`src/rtl/highlight_blend.sv`:
```
// Motion highlighter: pops one mask word and one frame pixel together and writes one
// composited pixel per cycle. Define HIGHLIGHT_STATS_EN to count highlighted pixels per frame.
`timescale 1ns/1ps
module highlight_blend #(
  parameter int                        CH_W         = 8,
  parameter int                        NUM_CH       = 3,
  parameter int                        MASK_W       = 24,
  parameter logic [CH_W*NUM_CH-1:0]    HL_COLOR     = 'h0000ff,
  parameter int                        FRAME_PIXELS = 307200
) (
  input  logic                                 clock,
  input  logic                                 reset,
  input  logic [1:0]                           mode,
  output logic                                 img_rd_en,
  input  logic                                 img_empty,
  input  logic [MASK_W-1:0]                    img_dout,
  output logic                                 fr_rd_en,
  input  logic                                 fr_empty,
  input  logic [CH_W*NUM_CH-1:0]               fr_dout,
  output logic                                 out_wr_en,
  input  logic                                 out_full,
  output logic [CH_W*NUM_CH-1:0]               out_din,
  output logic [$clog2(FRAME_PIXELS+1)-1:0]    hl_count,
  output logic                                 frame_done
);

  localparam int PIXEL_W = CH_W * NUM_CH;
  localparam int CNT_W   = $clog2(FRAME_PIXELS + 1);
  localparam int IDX_W   = $clog2(FRAME_PIXELS);

  typedef enum logic [1:0] {
    MODE_PASS    = 2'd0,
    MODE_REPLACE = 2'd1,
    MODE_BLEND   = 2'd2,
    MODE_MASK    = 2'd3
  } mode_e;

  // Per-channel average of two pixels; the extra sum bit keeps the carry before the shift.
  function automatic logic [PIXEL_W-1:0] blend_px(input logic [PIXEL_W-1:0] a,
                                                  input logic [PIXEL_W-1:0] b);
    logic [PIXEL_W-1:0] res;
    logic [CH_W:0]      sum;
    res = '0;
    for (int ch = 0; ch < NUM_CH; ch++) begin
      sum = {1'b0, a[ch*CH_W +: CH_W]} + {1'b0, b[ch*CH_W +: CH_W]};
      res[ch*CH_W +: CH_W] = sum[CH_W:1];
    end
    return res;
  endfunction

  logic [PIXEL_W-1:0] out_q, out_d;
  logic               valid_q, valid_d;
  logic [IDX_W-1:0]   pixel_idx_q, pixel_idx_d;
  mode_e              mode_q, mode_d;
  logic               frame_done_q, frame_done_d;

  logic               accept;
  logic               m;
  logic               is_first, is_last;
  mode_e              mode_eff;
  logic [PIXEL_W-1:0] composite;

  assign m        = |img_dout;
  assign is_first = (pixel_idx_q == '0);
  assign is_last  = (pixel_idx_q == IDX_W'(FRAME_PIXELS - 1));
  // Gating with reset keeps both FIFOs untouched while the block is held in reset.
  assign accept   = reset && !img_empty && !fr_empty && (!valid_q || !out_full);

  assign img_rd_en  = accept;
  assign fr_rd_en   = accept;
  assign out_wr_en  = valid_q && !out_full;
  assign out_din    = out_q;
  assign frame_done = frame_done_q;

  // The first pixel of a frame uses the live mode input; the rest use the sampled copy.
  assign mode_eff = is_first ? mode_e'(mode) : mode_q;

  always_comb begin
    // NOTE: every combinational output gets a default first so no path leaves it unassigned (no latch).
    composite = fr_dout;
    case (mode_eff)
      MODE_PASS:    composite = fr_dout;
      MODE_REPLACE: if (m) composite = HL_COLOR;
      MODE_BLEND:   if (m) composite = blend_px(fr_dout, HL_COLOR);
      MODE_MASK:    composite = m ? {PIXEL_W{1'b1}} : {PIXEL_W{1'b0}};
      default:      composite = fr_dout;
    endcase
  end

  always_comb begin
    out_d        = out_q;
    valid_d      = valid_q;
    pixel_idx_d  = pixel_idx_q;
    mode_d       = mode_q;
    frame_done_d = 1'b0;
    if (accept) begin
      out_d        = composite;
      valid_d      = 1'b1;
      pixel_idx_d  = is_last ? '0 : pixel_idx_q + 1'b1;
      frame_done_d = is_last;
      if (is_first) mode_d = mode_e'(mode);
    end else if (out_wr_en) begin
      valid_d = 1'b0;
    end
  end

  always_ff @(posedge clock or negedge reset) begin
    if (!reset) begin
      out_q        <= '0;
      valid_q      <= 1'b0;
      pixel_idx_q  <= '0;
      mode_q       <= MODE_PASS;
      frame_done_q <= 1'b0;
    end else begin
      // NOTE: non-blocking assignments so every flop samples the pre-edge values.
      out_q        <= out_d;
      valid_q      <= valid_d;
      pixel_idx_q  <= pixel_idx_d;
      mode_q       <= mode_d;
      frame_done_q <= frame_done_d;
    end
  end

`ifdef HIGHLIGHT_STATS_EN
  logic [CNT_W-1:0] cnt_q, cnt_d;
  logic [CNT_W-1:0] hl_count_q, hl_count_d;

  always_comb begin
    cnt_d      = cnt_q;
    hl_count_d = hl_count_q;
    if (accept) begin
      if (is_last) begin
        // The last pixel's own mask bit is folded in as the frame closes.
        hl_count_d = cnt_q + CNT_W'(m);
        cnt_d      = '0;
      end else if (m && (cnt_q != CNT_W'(FRAME_PIXELS))) begin
        cnt_d = cnt_q + 1'b1;
      end
    end
  end

  always_ff @(posedge clock or negedge reset) begin
    if (!reset) begin
      cnt_q      <= '0;
      hl_count_q <= '0;
    end else begin
      cnt_q      <= cnt_d;
      hl_count_q <= hl_count_d;
    end
  end

  assign hl_count = hl_count_q;
`else
  assign hl_count = '0;
`endif

endmodule

```
`config.mk`:
```
export PLATFORM = sky130hd
export DESIGN_NAME = highlight_blend
export DESIGN_NICKNAME = d
export VERILOG_FILES = /design/src/rtl/highlight_blend.sv
export SDC_FILE = /design/constraint.sdc
export NUM_CORES = 1
export LEC_CHECK = 0
export BUFFER_PORTS_ARGS = -buffer_cell sky130_fd_sc_hd__clkbuf_2
export CAP_MARGIN = 0
export CORE_MARGIN = 4
export CORE_UTILIZATION = 49
export DETAILED_ROUTE_END_ITERATION = 16
export PLACE_DENSITY = 0.91
export SYNTH_ARGS = -nofsm -noshare
export SYNTH_HDL_FRONTEND = slang
export SYNTH_SLANG_ARGS = --single-unit
```
`constraint.sdc`:
```
create_clock -name clock -period 2.61 [get_ports clock]
set_input_delay 0.522 -clock clock [delete_from_list [all_inputs] [get_ports clock]]
set_output_delay 0.522 -clock clock [all_outputs]
set_load 0.1 [all_outputs]
```
==> Word level (Yosys, flattened, before mapping) <==
Index checks and enable logic that the tools add are counted.
{ "totals": {"wordCells": 33, "ff_bits": 47, "inputBits": 55, "output_inout_bits": 47} }
{ "op_classes": {"eq_ne": 4, "muxes": 9, "add_sub_neg": 2, "reduce_logical": 13} }
{ "ops": {"columns": ["operator", "n"], "rows": [
  ["24-bit one-hot mux with 4 select lines", 1],
  ["24-bit two-way mux", 3],
  ["24-bit OR reduction", 1],
  ["19-bit by 1-bit adder with 19-bit output, second input constant", 1],
  ["19-bit equality test, second input constant", 1],
  ["19-bit zero test", 1],
  ["19-bit two-way mux", 1],
  ["8-bit by 8-bit adder with 9-bit output, second input constant", 1],
  ["2-bit equality test, second input constant", 2],
  ["1-bit logical AND", 4],
  ["1-bit zero test", 4],
  ["1-bit two-way mux", 3],
  ["2-bit by 1-bit equality test with 1-bit output, second input constant", 1],
  ["2-bit zero test", 1],
  ["2-bit two-way mux", 1],
  ["2-bit nonzero test", 1],
  ["1-bit logical OR", 1]
]} }

==> Logic depth before layout (Yosys ltp) <==
Gate-level depths: netlist (run 1).
{ "depth": {"word_depth": 5, "mapped_depth": 9, "mapped_depth_nobuf": 8} }

==> Worst setup path after synthesis (run 1) <==
OpenSTA, ideal clock, no wires.
{ "synth_path": {"path_kind": "input -> output", "start": "input port img_empty", "end": "output port img_rd_en", "arrival_time_ns": 2.844, "stages": 6, "setup_slack_ns": -0.756, "cell_sequence": "nor3b_1 > nand2_1 > inv_1 > clkbuf_1 > buf_1 > buf_4"} }
{ "synth_via": {"elab_chain_len": 4} }
{ "synth_lines": {"columns": ["item", "line_no", "source"], "rows": [
  ["start: declaration", "15", "input logic img_empty,"],
  ["1-bit zero test", "67", "assign accept = reset && !img_empty && !fr_empty && (!valid_q || !out_full);"],
  ["1-bit logical AND (3 in series)", "67", null],
  ["end: declaration", "14", "output logic img_rd_en,"]
]} }
Every way passes these cells.

==> Final worst setup path (run 1) <==
{ "layout_path": {"start": "register pixel_idx_q[7]", "end": "register out_q[8] (netlist: out_din[8])"} }
{ "layout_via": {"elab_chain_len": 4, "elab_cells_between_ends": 7} }
{ "layout_lines": {"columns": ["item", "line_no", "source"], "rows": [
  ["start: declaration", "53", "logic [IDX_W-1:0] pixel_idx_q, pixel_idx_d;"],
  ["start signal: assignment", "118", "pixel_idx_q <= pixel_idx_d;"],
  ["19-bit zero test *", "64", "assign is_first = (pixel_idx_q == '0);"],
  ["2-bit two-way mux *", null, null],
  ["2-bit equality test (tied with other cells)", "81", "case (mode_eff)"],
  ["24-bit one-hot mux with 4 select lines *", "81", null],
  ["end signal: assignment", "116", "out_q <= out_d;"],
  ["end: declaration", "51", "logic [PIXEL_W-1:0] out_q, out_d;"]
]} }
Mark *: on every way between the ends. The rest lies on a longest branch, timed or not.
A chain may end at the register's enable or synchronous reset.

==> results of run 1 <==
[registers in the layout (all words and copies together), names as in the netlist]
register     flops
out_din         24
frame_done       1
valid_q          1
pixel_idx_q     19
mode_q           2
[routing by layer]
metal | track usage | vias up | share of wire
met3 | 0.0521 | 21 | 0.081
met5 | 0 | - | 0
met4 | 0.0980 | 0 | 0.027
li1 | - | 1176 | -
met2 | 0.377 | 132 | 0.51
met1 | 0.281 | 1218 | 0.38
[worst paths after layout]
check                               start               to  slack, ps
min                                 reset      out_din[14]        370
min reg2reg                pixel_idx_q[6]   pixel_idx_q[6]        490
min in group clock               out_full          valid_q        450
max in group asynchronous           reset  pixel_idx_q[16]       1830
max                        pixel_idx_q[7]       out_din[8]        150
max reg2reg                pixel_idx_q[7]       out_din[8]        150
[critical path: stages, from the launching register on]
cell	delay (ps)
dfrtp_1	440
or4_1	530
nor3_2	190
a21boi_0	160
or3_1	470
buf_4	240
o22ai_1	180
o22ai_1	110
[logic make-up after synthesis]
kind of cell    count (synthesis)  synth area share
mux                             2            0.0100
flops                          47             0.449
xor+xnor                       19            0.0635
buf+inv                        43            0.0945
compound gates                 73             0.177
fa+ha+maj                       5            0.0220
other cells                     1           0.00143
simple gates                   94             0.183
[per-stage QoR]
step | setup slack [ps] | util | cells
after floorplan | 30.4 | - | 302
after global placement | 235 | 0.608 | 438
after detailed placement | 158 | 0.608 | 438
after CTS | 150 | 0.627 | 446
after global routing | 1.69 | 0.628 | 446
final | 150 | 0.628 | 446
[area by class of cell]
type                            instances  area share
Clock buffer                            5      0.0213
Clock inverter                          3     0.00814
Multi-Input combinational cell        212       0.394
Tap cell                               70      0.0271
Inverter                               12      0.0140
Sequential cell                        47       0.364
Timing Repair Buffer                   97       0.171
[power by group through the flow]
stage               Combinational [mW]  Sequential (mW)  Clock (mW)
floorplan                        0.651             2.39           0
global placement                  2.27             1.12           0
detailed placement                2.31             1.13           0
CTS                               2.32             1.12       0.472
global route                      2.41             1.16       0.509
finish                            2.32             1.13       0.468
[cells in the final DEF (no fill, tap or decap), types with 10 or more instances in the layout]
| cell | n |
|---|---|
| a21oi_1 | 10 |
| nand4_1 | 12 |
| dfrtp_1 | 47 |
| o22ai_1 | 29 |
| inv_1 | 12 |
| buf_4 | 15 |
| o21ai_0 | 17 |
| nor2_1 | 22 |
| conb_1 | 19 |
| clkbuf_2 | 80 |
| xnor2_1 | 11 |
| nand2_1 | 25 |
==> metrics.md, run 1 <==
| Metric | Value |
|---|---|
| Sequential cell area | around 1200 um2 |
| Clock tree sinks | 47 |
| FF+latch count, synth | between 40 and 50 |
| Post-cts sizing count | 0 |
| Slew HR | 0.608 |
| Pwr Density | 1210 nW/um2 |
| Area share of the largest cell type after synthesis | 0.449 |
| Multi-input gate area | 1270 um2 |
| Cts hold-fix bufs | 0 |
| Ys flop type | dfrtp_1 |
| Initial antenna violation count | 0 |
| Logic pwr share | 0.593 |
| PortBufs | 82 |
| Final setup skew | 16.9 ps |
| Crit path launch type | flip-flop |
| Reg2reg path depth | 7 |
| Area of the die | approximately 6600 um2 |
| Initial DRC count | 164 |
| Clk pwr share | 0.119 |
| Final Setup Violations | 0 |
| # rows | 26 |
| Vias | 2,547 |
| Synth top area cells | dfrtp_1, o22ai_1, buf_4 |
| Tcrit/Tclk final | 0.943 |
| Ys Warns | 0 |
| RSZ-0062 raised after global routing | false |
| Min-Delay Path Class | in -> async |
| Area of the mapped netlist | roughly 2600 um2 |
| Final Max Tran Viols | 0 |
| Number of global-route vias before repair | 2,483 |
| Tot Pwr | 3.92 mW |
| Tmin final | 2460 ps |
| Synth cell count leaders | dfrtp_1, o22ai_1, nand2_1 |
| Final Instance Area | 3230 um2 |
| Count leader, synth | dfrtp_1 |
| Ports | 102 |
| Total track usage | 0.226 |
| Critical Path RT | 2780 ps |
| Synth Instances | 284 |
| CTS tree | built |
| Core area | between 5000 and 6000 um2 |
| Total Wirelength | about 7000 um |
| Reg clk slew, reported paths | between 100 and 150 ps |
| Postcts setup bufs | 0 |
| Critical path peak fanout | 15 |
| Yosys top cell by area | dfrtp_1 |
| Drt first pass iters | 4 |
| Measured slew at the worst slew-check pin | 588 ps |
| Avg Inst Size Synth | 9.23 um2 |
| Skew-Pair Late Insertion Delay | around 320 ps |
| Worst VDD drop | 0.00115 V |
| Final GP Congestion | around 0.95 |
| Antenna diodes | 0 |
| TritonCTS Buffers | 5 |
| DP Area | 3130 um2 |
| Fillers | ~430 |
| Layout cells sized above 1 | 0.295 |
| Clk root buf | clkbuf_8 |
| Async S/R FF share, synth | 1.00 |
| Final Hold Viols | 0 |
| Leak pwr | 1.54 nW |
| Routed WL per cell | between 15 and 20 um |
| DRC | 0 |
| Chip Width | between 80 and 90 um |
| Die Y | a little over 80 um |
| CTS H-Tree Depth | 2 |
| Worst EP arrival | 2640 ps |
| Setup crit end kind | flip-flop |
| Number of flops mapped to enable cells by yosys | 0 |
| Seq pwr share | 0.288 |
| Drt via density | 5.71 |
| CP Class | reg -> reg |
| Status | finished clean |
| Final ANT Viol Nets | 0 |
| Switching Share | 0.594 |
| Pint | 1.59 mW |
| Detailed placer's ending HPWL | 5360 um |
| Fin nets | 433 |
| First-pass GRT wire length | about 12,000 um |
| Min Hold Slack | 373 ps |
| Grt total ovfl | 0 |
| Switching Power | around 2.3 mW |
| Register area share after synthesis | 0.449 |
| Largest net degree at the start of global routing | between 40 and 50 |
| Area delta synth->final | 23.2% |
| Setup_tns | 0 ps |
| Initial Util | 0.510 |
| Max clock buf depth | 2 |
| Fmax | 406 MHz |
| Max-cap violations | 0 |
| Synth cell types | just over 40 |
No activity file was read; power rests on OpenSTA's default activity.
==> inputs of run 2 (changes only) <==
CORE_UTILIZATION = 53   (was 49)
PLACE_DENSITY = 0.95   (was 0.91)
clock period = 3.1 ns   (was 2.61 ns; I/O delays follow)
==> metrics.md, run 2 (synthesized netlist as in run 1, its figures left out) <==
| Metric | Value |
|---|---|
| Most frequent cells in the layout | clkbuf_2, dfrtp_1, o22ai_1 |
| Slew HR | 0.526 (-0.0826) |
| Fillers | 388 (-8.9%) |
| Worst EP arrival | 2870 ps (+230 ps) |
| Tmin final | 2730 ps (+270 ps) |
| Tcrit/Tclk final | 0.881 (-0.0619) |
| Leak pwr | 1.47 nW (-4.2%) |
| Area delta synth->final | 19.1% |
| Total track usage | 0.208 (-0.0181) |
| Final Setup Violations | 0 (unchanged) |
| Total placed cells including tap cells | 424 (-3.2%) |
| Fmax | 366 MHz (-9.9%) |
| Detailed placer's ending HPWL | 4780 um (-11%) |
| Core area | 4750 um2 (-7.5%) |
| Cts hold-fix bufs | 0 (unchanged) |
| Vias | 2,434 (-4.4%) |
| PortBufs | 82 (unchanged) |
| Clk root buf | clkbuf_8 |
| Seq pwr share | 0.296 (+0.008) |
| CTS H-Tree Depth | 2 (unchanged) |
| Area of the die | 6130 um2 (-6.8%) |
| Final setup skew | 3.49 ps (-13.4 ps) |
| TritonCTS Buffers | 5 (unchanged) |
| Die Y | 78.3 um (-3.5%) |
| First-pass GRT wire length | 10,400 um (-9.5%) |
| Number of global-route vias before repair | 2,400 (-3.3%) |
| Final Max Tran Viols | 0 (unchanged) |
| Final cell count without fillers | 432 (-3.1%) |
| Postcts setup bufs | 0 (unchanged) |
| Min-Delay Path Class | in -> async |
| Layout cells sized above 1 | 0.266 (-0.0295) |
| Max-cap violations | 0 (unchanged) |
| Multi-input gate area | 1260 um2 (-0.49%) |
| Pwr Density | 1030 nW/um2 (-15%) |
| Commonest non-fill, non-tap cell in the layout | clkbuf_2 |
| DRC | 0 (unchanged) |
| Chip Width | 78.3 um (-3.5%) |
| Clock tree sinks | 47 (unchanged) |
| Pint | 1.32 mW (-17%) |
| Largest net degree at the start of global routing | 48 (unchanged) |
| Status | finished clean |
| # rows | 25 (-3.8%) |
| CTS tree | built |
| RSZ-0062 raised after global routing | false |
| Routed WL per cell | 14.7 um (-6.1%) |
| Max FFs per register | 24 (unchanged) |
| Ports | 102 (unchanged) |
| Post-cts sizing count | 0 (unchanged) |
| Critical path peak fanout | 12 (-3) |
| Final GP Congestion | 0.899 (-5.1%) |
| Drt first pass iters | 4 (unchanged) |
| Setup_tns | 0 ps (unchanged) |
| CP Class | reg -> reg |
| Worst VDD drop | 0.000959 V (-17%) |
| Final ANT Viol Nets | 0 (unchanged) |
| Grt total ovfl | 0 (unchanged) |
| Initial Util | 0.551 (+0.0413) |
| Critical Path RT | 3240 ps (+460 ps) |
| Initial antenna violation count | 0 (unchanged) |
| Drt via density | 5.63 (-1.3%) |
| Crit path launch type | flip-flop |
| Antenna diodes | 0 (unchanged) |
| Max clock buf depth | 2 (unchanged) |
| Logic pwr share | 0.592 (about the same) |
| Reg clk slew, reported paths | 80 ps (-30 ps) |
| Setup crit end kind | flip-flop |
| Measured slew at the worst slew-check pin | 709 ps (+121 ps) |
| Sequential cell area | 1180 um2 (unchanged) |
| Clk pwr share | 0.111 (-0.008) |
| Switching Power | 1.90 mW (-18%) |
| Skew-Pair Late Insertion Delay | 300 ps (-20 ps) |
| Fin nets | 422 (-2.5%) |
| Total Wirelength | 6370 um (-9.1%) |
| Min Hold Slack | 415 ps (+42.1 ps) |
| Initial DRC count | 126 (-23%) |
| Final Hold Viols | 0 (unchanged) |
| Switching Share | 0.591 (-0.00246) |
[run 2: critical path, cell delays in order (launching register included)]
cell and delay (ps):
dfrtp_1 430, or4_1 550, nor3_2 180, nand4_1 210, mux2_4 370, a2bb2oi_1 600
o32ai_1 220
[run 2: worst paths after layout]
| kind | startpoint | endpoint | slack (ps) | depth (start not counted) |
|---|---|---|---|---|
| worst max-delay path | pixel_idx_q[7] | out_din[2] | 370 | 6 |
| worst min-delay path | reset | pixel_idx_q[16] | 420 | 2 |
| worst max register to register | pixel_idx_q[7] | out_din[2] | 370 | 6 |
| worst min register to register | out_din[5] | out_din[5] | 500 | 2 |
| max in group asynchronous | reset | out_din[3] | 2300 | 2 |
| min in group clock | out_din[5] | out_din[5] | 500 | 2 |
[run 2: area by class of cell]
type	count	share of cell area
multi-input cells	212	0.405
clock inverters	1	0.00160
flip-flops and latches	47	0.377
clock buffers	7	0.0244
well taps	67	0.0269
inverters	12	0.0144
repair buffers	86	0.151
[run 2: power by group through the flow]
stage                     sequential [mW]  clock, mW  combinational, mW
final                               0.954      0.359               1.91
after global routing                0.975      0.388               1.98
after CTS                           0.950      0.364               1.91
after detailed placement            0.957          0               1.91
after global placement              0.951          0               1.88
after floorplan                      2.01          0              0.548
[run 2: per-layer routing]
layer | global-route usage | share of wire
met4 | 0.0944 | 0.022
met3 | 0.0585 | 0.073
met1 | 0.248 | 0.39
met5 | 0 | 0
met2 | 0.349 | 0.51
[run 2: through the flow]
step	worst slack, ps	util	instance area (um2)	total power, mW
global route	202	0.657	3120	3.35
CTS	395	0.657	3120	3.22
floorplan	2.25	-	2700	2.56
global placement	528	0.639	3040	2.83
detailed placement	425	0.639	3040	2.87
finish	370	0.657	3120	3.22
